==> src/rtl/router_rr_input_arbiter_if.sv <==
// router_rr_input_arbiter_if: request/address bundle from the input buffers and the grant bundle to route-compute.
interface router_rr_input_arbiter_if #(
  parameter int NUM_REQ = 4,
  parameter int ADDR_W = 10,
  parameter int IDX_W = $clog2(NUM_REQ)
);
  logic [NUM_REQ-1:0] router_start_req;
  logic [NUM_REQ*ADDR_W-1:0] router_scr_addr;
  logic [NUM_REQ*ADDR_W-1:0] router_dst_addr;
  logic router_release;
  logic [NUM_REQ-1:0] gnt;
  logic gnt_valid;
  logic [IDX_W-1:0] gnt_idx;
  logic [ADDR_W-1:0] gnt_scr_addr;
  logic [ADDR_W-1:0] gnt_dst_addr;
  logic timeout_err;
  modport master (
    output router_start_req, router_scr_addr, router_dst_addr, router_release,
    input gnt, gnt_valid, gnt_idx, gnt_scr_addr, gnt_dst_addr, timeout_err
  );
  modport slave (
    input router_start_req, router_scr_addr, router_dst_addr, router_release,
    output gnt, gnt_valid, gnt_idx, gnt_scr_addr, gnt_dst_addr, timeout_err
  );
endinterface

==> src/rtl/router_rr_input_arbiter.sv <==
// router_rr_input_arbiter: round-robin arbiter over NUM_REQ router inputs with locked grant, latched addresses and a watchdog.
module router_rr_input_arbiter #(
  parameter int NUM_REQ = 4,
  parameter int ADDR_W = 10,
  parameter int TIMEOUT = 32,
  parameter int IDX_W = $clog2(NUM_REQ)
) (
  input logic clk,
  input logic rst_n,
  router_rr_input_arbiter_if.slave bus
);
  localparam logic [1:0] IDLE = 2'd0;
  localparam logic [1:0] BUSY = 2'd1;
  localparam logic [1:0] RELEASE = 2'd2;
  localparam int CNT_W = TIMEOUT > 1 ? $clog2(TIMEOUT) : 1;
  logic [1:0] state;
  logic [IDX_W-1:0] ptr, sel, cand;
  logic [CNT_W-1:0] cnt;
  logic expire;
  always_comb begin
    sel = '0;
    cand = '0;
    for (int i = NUM_REQ - 1; i >= 0; i--) begin
      cand = IDX_W'((int'(ptr) + i) % NUM_REQ);
      sel = bus.router_start_req[cand] ? cand : sel;
    end
  end
  assign expire = TIMEOUT != 0 && cnt == CNT_W'(TIMEOUT - 1);
  // RELEASE is the single dead cycle; it may already launch the next grant with the rotated pointer.
  always_ff @(posedge clk or negedge rst_n) begin
    if (!rst_n) begin
      state <= IDLE;
      ptr <= '0;
      cnt <= '0;
      bus.gnt <= '0;
      bus.gnt_valid <= 1'b0;
      bus.gnt_idx <= '0;
      bus.gnt_scr_addr <= '0;
      bus.gnt_dst_addr <= '0;
      bus.timeout_err <= 1'b0;
    end else if (state == BUSY) begin
      if (bus.router_release || expire) begin
        state <= RELEASE;
        ptr <= bus.gnt_idx == IDX_W'(NUM_REQ - 1) ? '0 : bus.gnt_idx + 1'b1;
        bus.gnt <= '0;
        bus.gnt_valid <= 1'b0;
        bus.gnt_idx <= '0;
        bus.gnt_scr_addr <= '0;
        bus.gnt_dst_addr <= '0;
        bus.timeout_err <= !bus.router_release;
      end else begin
        cnt <= cnt + 1'b1;
      end
    end else begin
      bus.timeout_err <= 1'b0;
      if (|bus.router_start_req) begin
        state <= BUSY;
        cnt <= '0;
        bus.gnt <= NUM_REQ'(1) << sel;
        bus.gnt_valid <= 1'b1;
        bus.gnt_idx <= sel;
        bus.gnt_scr_addr <= bus.router_scr_addr[int'(sel)*ADDR_W +: ADDR_W];
        bus.gnt_dst_addr <= bus.router_dst_addr[int'(sel)*ADDR_W +: ADDR_W];
      end else begin
        state <= IDLE;
      end
    end
  end
endmodule

==> src/flat_wrapper.sv <==
// flat-port wrapper written by rule: the top's interface ports become plain ports
module router_rr_input_arbiter_flat 
#(
  parameter int NUM_REQ = 4,
  parameter int ADDR_W = 10,
  parameter int TIMEOUT = 32,
  parameter int IDX_W = $clog2(NUM_REQ)
)
  (clk, rst_n, bus_router_start_req, bus_router_scr_addr, bus_router_dst_addr, bus_router_release, bus_gnt, bus_gnt_valid, bus_gnt_idx, bus_gnt_scr_addr, bus_gnt_dst_addr, bus_timeout_err);
  router_rr_input_arbiter_if #(.NUM_REQ(NUM_REQ), .ADDR_W(ADDR_W), .IDX_W(IDX_W)) bus_i ();
  input logic clk;
  input logic rst_n;
  input wire logic [$bits(bus_i.router_start_req)-1:0] bus_router_start_req;
  input wire logic [$bits(bus_i.router_scr_addr)-1:0] bus_router_scr_addr;
  input wire logic [$bits(bus_i.router_dst_addr)-1:0] bus_router_dst_addr;
  input wire logic [$bits(bus_i.router_release)-1:0] bus_router_release;
  output wire logic [$bits(bus_i.gnt)-1:0] bus_gnt;
  output wire logic [$bits(bus_i.gnt_valid)-1:0] bus_gnt_valid;
  output wire logic [$bits(bus_i.gnt_idx)-1:0] bus_gnt_idx;
  output wire logic [$bits(bus_i.gnt_scr_addr)-1:0] bus_gnt_scr_addr;
  output wire logic [$bits(bus_i.gnt_dst_addr)-1:0] bus_gnt_dst_addr;
  output wire logic [$bits(bus_i.timeout_err)-1:0] bus_timeout_err;
  assign bus_i.router_start_req = bus_router_start_req;
  assign bus_i.router_scr_addr = bus_router_scr_addr;
  assign bus_i.router_dst_addr = bus_router_dst_addr;
  assign bus_i.router_release = bus_router_release;
  assign bus_gnt = bus_i.gnt;
  assign bus_gnt_valid = bus_i.gnt_valid;
  assign bus_gnt_idx = bus_i.gnt_idx;
  assign bus_gnt_scr_addr = bus_i.gnt_scr_addr;
  assign bus_gnt_dst_addr = bus_i.gnt_dst_addr;
  assign bus_timeout_err = bus_i.timeout_err;
  router_rr_input_arbiter #(.NUM_REQ(NUM_REQ), .ADDR_W(ADDR_W), .TIMEOUT(TIMEOUT), .IDX_W(IDX_W)) u_core (.clk(clk), .rst_n(rst_n), .bus(bus_i));
endmodule
==> config.mk <==
export PLATFORM = sky130hd
export DESIGN_NAME = router_rr_input_arbiter_flat
export DESIGN_NICKNAME = d
export VERILOG_FILES = /design/src/rtl/router_rr_input_arbiter_if.sv /design/src/rtl/router_rr_input_arbiter.sv /design/src/flat_wrapper.sv
export SDC_FILE = /design/constraint.sdc
export NUM_CORES = 1
export LEC_CHECK = 0
export BUFFER_PORTS_ARGS = -buffer_cell sky130_fd_sc_hd__buf_2
export CORE_MARGIN = 3
export CORE_UTILIZATION = 42
export CTS_BUF_LIST = sky130_fd_sc_hd__clkbuf_16
export DETAILED_ROUTE_END_ITERATION = 8
export PLACE_DENSITY = 0.77
export REMOVE_ABC_BUFFERS = 1
export SYNTH_ARGS = -nofsm -noshare
export SYNTH_HDL_FRONTEND = slang
export SYNTH_SLANG_ARGS = --single-unit
==> constraint.sdc <==
create_clock -name clk -period 2.2 [get_ports clk]
set_input_delay 0.55 -clock clk [delete_from_list [all_inputs] [get_ports clk]]
set_output_delay 0.55 -clock clk [all_outputs]
set_load 0.05 [all_outputs]
# Yosys cells after proc, flatten, opt, wreduce, memory -nomap -nowiden
# Cells that the tools add are included.
[word_totals]
regBits = 37
output_inout_bits = 28
wordCells = 69
[op_classes]
n_addsub = 5
multipliers = 1
magnitude_cmp = 4
eq_ne = 5
n_shift = 3
mux = 35
reduce_logical = 7
[op_table]
columns = ["op", "count"]
rows = [
  ["$shiftx A40 B32 Y10", 2],
  ["$mux W10", 5],
  ["$mux W2", 10],
  ["$mux W5", 3],
  ["$lt A2 B3 Y1 const B", 4],
  ["$mux W4", 3],
  ["$mux W1", 10],
  ["$bmux W1 S2", 4],
  ["$reduce_and A2 Y1", 3],
  ["$add A5 B1 Y5 const B", 1],
  ["$eq A5 B5 Y1 const B", 1],
  ["$mul A2 B3 Y5 const B", 1],
  ["$add A2 B1 Y2 const B", 2],
  ["$add A2 B2 Y2 const B", 2],
  ["$ne A2 B2 Y1 const B", 2],
  ["$reduce_or A4 Y1", 1],
  ["$shl A1 B2 Y4 const A", 1],
  ["$eq A2 B1 Y1 const B", 1],
  ["$eq A2 B2 Y1 const B", 1],
  ["$reduce_bool A2 Y1", 1],
  ["$logic_not A1 Y1", 1],
  ["$logic_or A1 B1 Y1", 1],
]

# Longest topological paths before layout
[logic_depth]
word_depth = 11
mapped_depth = 9

# Worst setup path before layout
# OpenSTA, ideal clock, no wires.
[synth_path]
kind = "reg2reg"
from = "reg u_core.cnt[0]"
to = "reg u_core.bus.gnt[0]"
setup_time_ps = 95
t_arrival_ps = 1996
t_required_ps = 2105
path_slack_ps = 109
path_stages_with_launch = 10
cell_sequence = "dfrtp_1 -> ha_1 -> and3_1 -> ha_1 -> o21ai_1 -> inv_1 -> nor2_1 -> buf_6 -> nand2_1 -> o31ai_1"
[synth_between]
elab_chain_cells = 4
[synth_rtl]
columns = ["element", "line", "text"]
rows = [
  ["start: declaration", "router_rr_input_arbiter.sv:18", "logic [CNT_W-1:0] cnt;"],
  ["start signal: assignment", "router_rr_input_arbiter.sv:52", "cnt <= cnt + 1'b1;"],
  ["$eq A5 B5 Y1", "router_rr_input_arbiter.sv:28", "assign expire = TIMEOUT != 0 && cnt == CNT_W'(TIMEOUT - 1);"],
  ["$logic_or A1 B1 Y1", "router_rr_input_arbiter.sv:42", "if (bus.router_release || expire) begin"],
  ["$ne A2 B2 Y1 (no source line)", "n/a", ""],
  ["$reduce_and A2 Y1 (no source line)", "n/a", ""],
  ["end signal: assignment", "router_rr_input_arbiter.sv:59", "bus.gnt <= NUM_REQ'(1) << sel;"],
  ["end: declaration", "router_rr_input_arbiter_if.sv:23", "output gnt, gnt_valid, gnt_idx, gnt_scr_addr, gnt_dst_addr, timeout_err"],
]
# Every way passes these cells.
# A chain may end at the register's enable or synchronous reset.

# Worst setup path after layout
[layout_path]
from = "reg u_core.ptr[1]"
to = "reg u_core.bus.gnt_dst_addr[1]"
[layout_between]
elab_chain_cells = 11
word_cells_on_any_way = 19
cone_classes = "3 x add/sub; 1 x mul; 1 x shift; 14 x mux"
[layout_rtl]
columns = ["element", "line", "text"]
rows = [
  ["start: declaration", "router_rr_input_arbiter.sv:17", "logic [IDX_W-1:0] ptr, sel, cand;"],
  ["start signal: assignment", "router_rr_input_arbiter.sv:44", "ptr <= bus.gnt_idx == IDX_W'(NUM_REQ - 1) ? '0 : bus.gnt_idx + 1'b1;"],
  ["$add A2 B2 Y2", "router_rr_input_arbiter.sv:24", "cand = IDX_W'((int'(ptr) + i) % NUM_REQ);"],
  ["$bmux W1 S2", "router_rr_input_arbiter.sv:25", "sel = bus.router_start_req[cand] ? cand : sel;"],
  ["$mux W1 (not written as such)", "router_rr_input_arbiter.sv:25", ""],
  ["$mux W2 (3 in series)", "router_rr_input_arbiter.sv:25", ""],
  ["$mux W2 (*)", "router_rr_input_arbiter.sv:25", ""],
  ["$mul A2 B3 Y5 (*)", "router_rr_input_arbiter.sv:63", "bus.gnt_dst_addr <= bus.router_dst_addr[int'(sel)*ADDR_W +: ADDR_W];"],
  ["$shiftx A40 B32 Y10 (*)", "router_rr_input_arbiter.sv:63", ""],
  ["$mux W10 (*)", "router_rr_input_arbiter.sv:56", "if (|bus.router_start_req) begin"],
  ["$mux W10 (*)", "router_rr_input_arbiter.sv:41", "end else if (state == BUSY) begin"],
  ["end signal: assignment", "router_rr_input_arbiter.sv:63", ""],
  ["end: declaration", "router_rr_input_arbiter_if.sv:23", ""],
]
# Mark *: on every way between the ends. The rest lies on a longest branch, timed or not. The select of a mux whose other input is x is not followed.

==> flow_metrics.env <==
export IMPL_period_needed_ns=2.11
export IMPL_core_sq_um=5240
export IMPL_diodes=0
export IMPL_synth_edf_count=0
export IMPL_cp_arrival_ns=2.27
export IMPL_synthesis_area_sq_um=2330
export IMPL_num_rows=26
export IMPL_ant_nets=0
export IMPL_cp_max_fo=16
export IMPL_startpoint_type="flop"
export IMPL_slew_headroom=0.689
export IMPL_ys_ff_latch=37
export IMPL_critPathRequiredTime_ns=2.36
export IMPL_syn_to_final_growth_pct=34.0
export IMPL_cts_num_sinks=37
export IMPL_rr_worst_depth=5
export IMPL_p_leak_nw=1.60
export IMPL_gr_total_overflow=0
export IMPL_fmax_ghz=0.474
export IMPL_ioPinCount=115
export IMPL_die_width_microns=80.5
export IMPL_max_clock_path_buffers=2
export IMPL_instances_no_fill=412
export IMPL_hpwl_microns=4690
export IMPL_cts_tree="done"
export IMPL_antenna_found_initial=0
export IMPL_layout_cells_most_common="buf_2"
export IMPL_hold_path_class="in -> async"
export IMPL_reg2reg_slack_ns=0.09
export IMPL_drc=0
export IMPL_nets=431
export IMPL_drt_vias_per_instance=5.25
export IMPL_powerDensity_nw_per_um2=1510
export IMPL_ir_worst_vdd_v=0.000735
export IMPL_final_cell_mix="buf_2 (114), nand3_1 (46), dfrtp_1 (37)"
export IMPL_port_buffers=114
export IMPL_final_util=0.596
export IMPL_end_kind="flop"
export IMPL_timing_hold_ws_ns=0.315
export IMPL_drive_gt1_frac=0.485
export IMPL_cpMaxStageDelayCell="dfrtp_1"
export IMPL_yosysWarnings=0
export IMPL_tightest_slew_ns=0.467
export IMPL_drt_iter0_drc=113
export IMPL_grt_max_degree=38
export IMPL_setup_viol=0
export IMPL_clk_pin_slew_ns=0.06
export IMPL_n_fill_cell=442
export IMPL_r2r_start="u_core.ptr[1]$_DFFE_PN0P_"
export IMPL_grtUsageTotal=0.198
export IMPL_path_class="reg -> reg"
export IMPL_finalCritPeriodShare=0.958
export IMPL_worstSkewPairLatency_ns=0.28
export IMPL_vias=2161
export IMPL_netlist_instances=217
export IMPL_clock_root_buffer="clkbuf_16"
export IMPL_ys_seq_area_frac=0.398
export IMPL_cpPeakStageDelay_ns=0.44
export IMPL_numCtsBuffers=5
export IMPL_synthArstFlopShare=1.00
export IMPL_initial_utilization=0.445
export IMPL_crit_path_cell_trace="and2b_1, a221oi_4, buf_4, mux2_2, a221o_1"
export IMPL_wirelength_microns=6250
export IMPL_ys_flop_type="dfrtp_1"
export IMPL_max_cap_violations=0
export IMPL_finClkSkew_ns=0.00480
export IMPL_drv_slew=0
export IMPL_drt_pass1_iter_count=5
export IMPL_grt_setup_unrepaired="true"
export IMPL_htree_num_levels=2
export IMPL_dp_cells=404
export IMPL_status="complete, no violations"
export IMPL_dieArea_sq_um=6470
export IMPL_synth_cell_types=35
export IMPL_syn_avg_cell_area_sq_um=10.7
export IMPL_gp_congestion=0.804
export IMPL_grt_pass1_wl_microns=9920
export IMPL_wl_per_cell_microns=15.2
export IMPL_grt_pass1_vias=2121
export IMPL_r2r_end="u_core.bus.gnt_dst_addr[1]$_DFFE_PN0P_"
export IMPL_final_hold_violation_count=0
export IMPL_die_h_microns=80.5
-- repair_timing --
item,CTS,global route
endpoints found under the setup margin,0,1
gates resized for setup,0,0
endpoints found under the hold margin,0,0
setup buffers,0,0
hold buffers,0,0
-- registers in the layout (all words and copies together) (netlist names) --
register,flops
u_core.bus.timeout_err,1
u_core.state,2
u_core.bus.gnt_dst_addr,10
u_core.bus.gnt_valid,1
u_core.bus.gnt_idx,2
u_core.bus.gnt,4
u_core.cnt,5
u_core.bus.gnt_scr_addr,10
u_core.ptr,2
-- where the power goes --
part | internal (mW) | switching, mW
Combinational | 0.994 | 1.78
Sequential | 0.964 | 0.177
Clock | 0.530 | 0.274
Total | 2.49 | 2.23
-- layer usage --
| metal | GRT usage | vias to the layer above | part of all wire |
|---|---|---|---|
| li1 | - | 1060 | - |
| met1 | 0.252 | 1003 | 0.41 |
| met2 | 0.322 | 88 | 0.50 |
| met3 | 0.0561 | 10 | 0.078 |
| met4 | 0.0642 | 0 | 0.016 |
| met5 | 0 | - | 0 |
-- final cells by class --
type,instances,area (sq um),area share
clock buffers,5,125,0.0401
clock inverters,3,41.3,0.0132
inverters,2,7.51,0.00241
multi-input cells,160,1190,0.382
flip-flops and latches,37,926,0.297
well taps,70,87.6,0.0281
repair buffers,135,741,0.237
-- metrics by stage --
| step | cell area [sq um] | worst slack [ns] | power [mW] | setup TNS (ns) |
|---|---|---|---|---|
| floorplan | 2120 | -0.766 | 3.06 | -16.80 |
| global placement | 2950 | -0.000906 | 3.87 | -0.000958 |
| detailed placement | 2950 | -0.0440 | 3.93 | -0.467 |
| CTS | 3120 | 0.0772 | 4.75 | 0 |
| global route | 3120 | -0.0112 | 5.01 | -0.0112 |
| finish | 3120 | 0.0918 | 4.72 | 0 |
-- worst max-delay path, delay by kind of cell (launching register included) --
family | cells | cell delay [ns]
AOI/OAI and AO/OA | 2 | 0.65
DFF | 1 | 0.44
muxes | 1 | 0.36
buffers and inverters | 1 | 0.29
and+or+nand+nor | 1 | 0.23
-- worst max-delay path by stage --
stage                               from                                     end  slack (ns)  cells past startpoint
4_1_cts        u_core.ptr[1]$_DFFE_PN0P_  u_core.bus.gnt_dst_addr[1]$_DFFE_PN0P_        0.08                      5
3_3_place_gp     bus_router_start_req[0]  u_core.bus.gnt_scr_addr[7]$_DFFE_PN0P_     -0.0009                      7
2_1_floorplan    bus_router_start_req[3]  u_core.bus.gnt_dst_addr[1]$_DFFE_PN0P_       -0.77                      4
5_1_grt        u_core.ptr[1]$_DFFE_PN0P_  u_core.bus.gnt_scr_addr[8]$_DFFE_PN0P_       -0.01                      5
3_5_place_dp     bus_router_start_req[0]  u_core.bus.gnt_dst_addr[2]$_DFFE_PN0P_       -0.04                      7
6_report       u_core.ptr[1]$_DFFE_PN0P_  u_core.bus.gnt_dst_addr[1]$_DFFE_PN0P_        0.09                      5
-- cells by family (layout without fill, tap and decap cells) --
family | Yosys count | after routing | share of synthesized area
AOI/OAI and AO/OA | 29 | 29 | 0.121
xor gates and xnor gates | 2 | 2 | 0.00752
adders and majority gates | 3 | 3 | 0.0161
buffers and inverters | 20 | 145 | 0.0919
DFF | 37 | 37 | 0.398
muxes | 42 | 42 | 0.192
and+or+nand+nor | 84 | 84 | 0.174
-- Yosys cell counts, types with 2 or more instances --
library cell	count	share of area
mux2i_1	21	0.090
clkbuf_8	4	0.024
buf_6	6	0.029
inv_1	2	0.0032
buf_4	2	0.0064
nor3_1	2	0.0043
xor2_1	2	0.0075
nand2_1	19	0.031
mux2_2	21	0.10
nand2b_1	2	0.0054
a221o_1	20	0.086
buf_12	2	0.017
ha_1	3	0.016
dfrtp_1	37	0.40
nand3_1	46	0.099
o31ai_1	2	0.0064
buf_2	2	0.0043
nor2_1	7	0.011
Note: power is estimated with default switching activity, not from simulation.
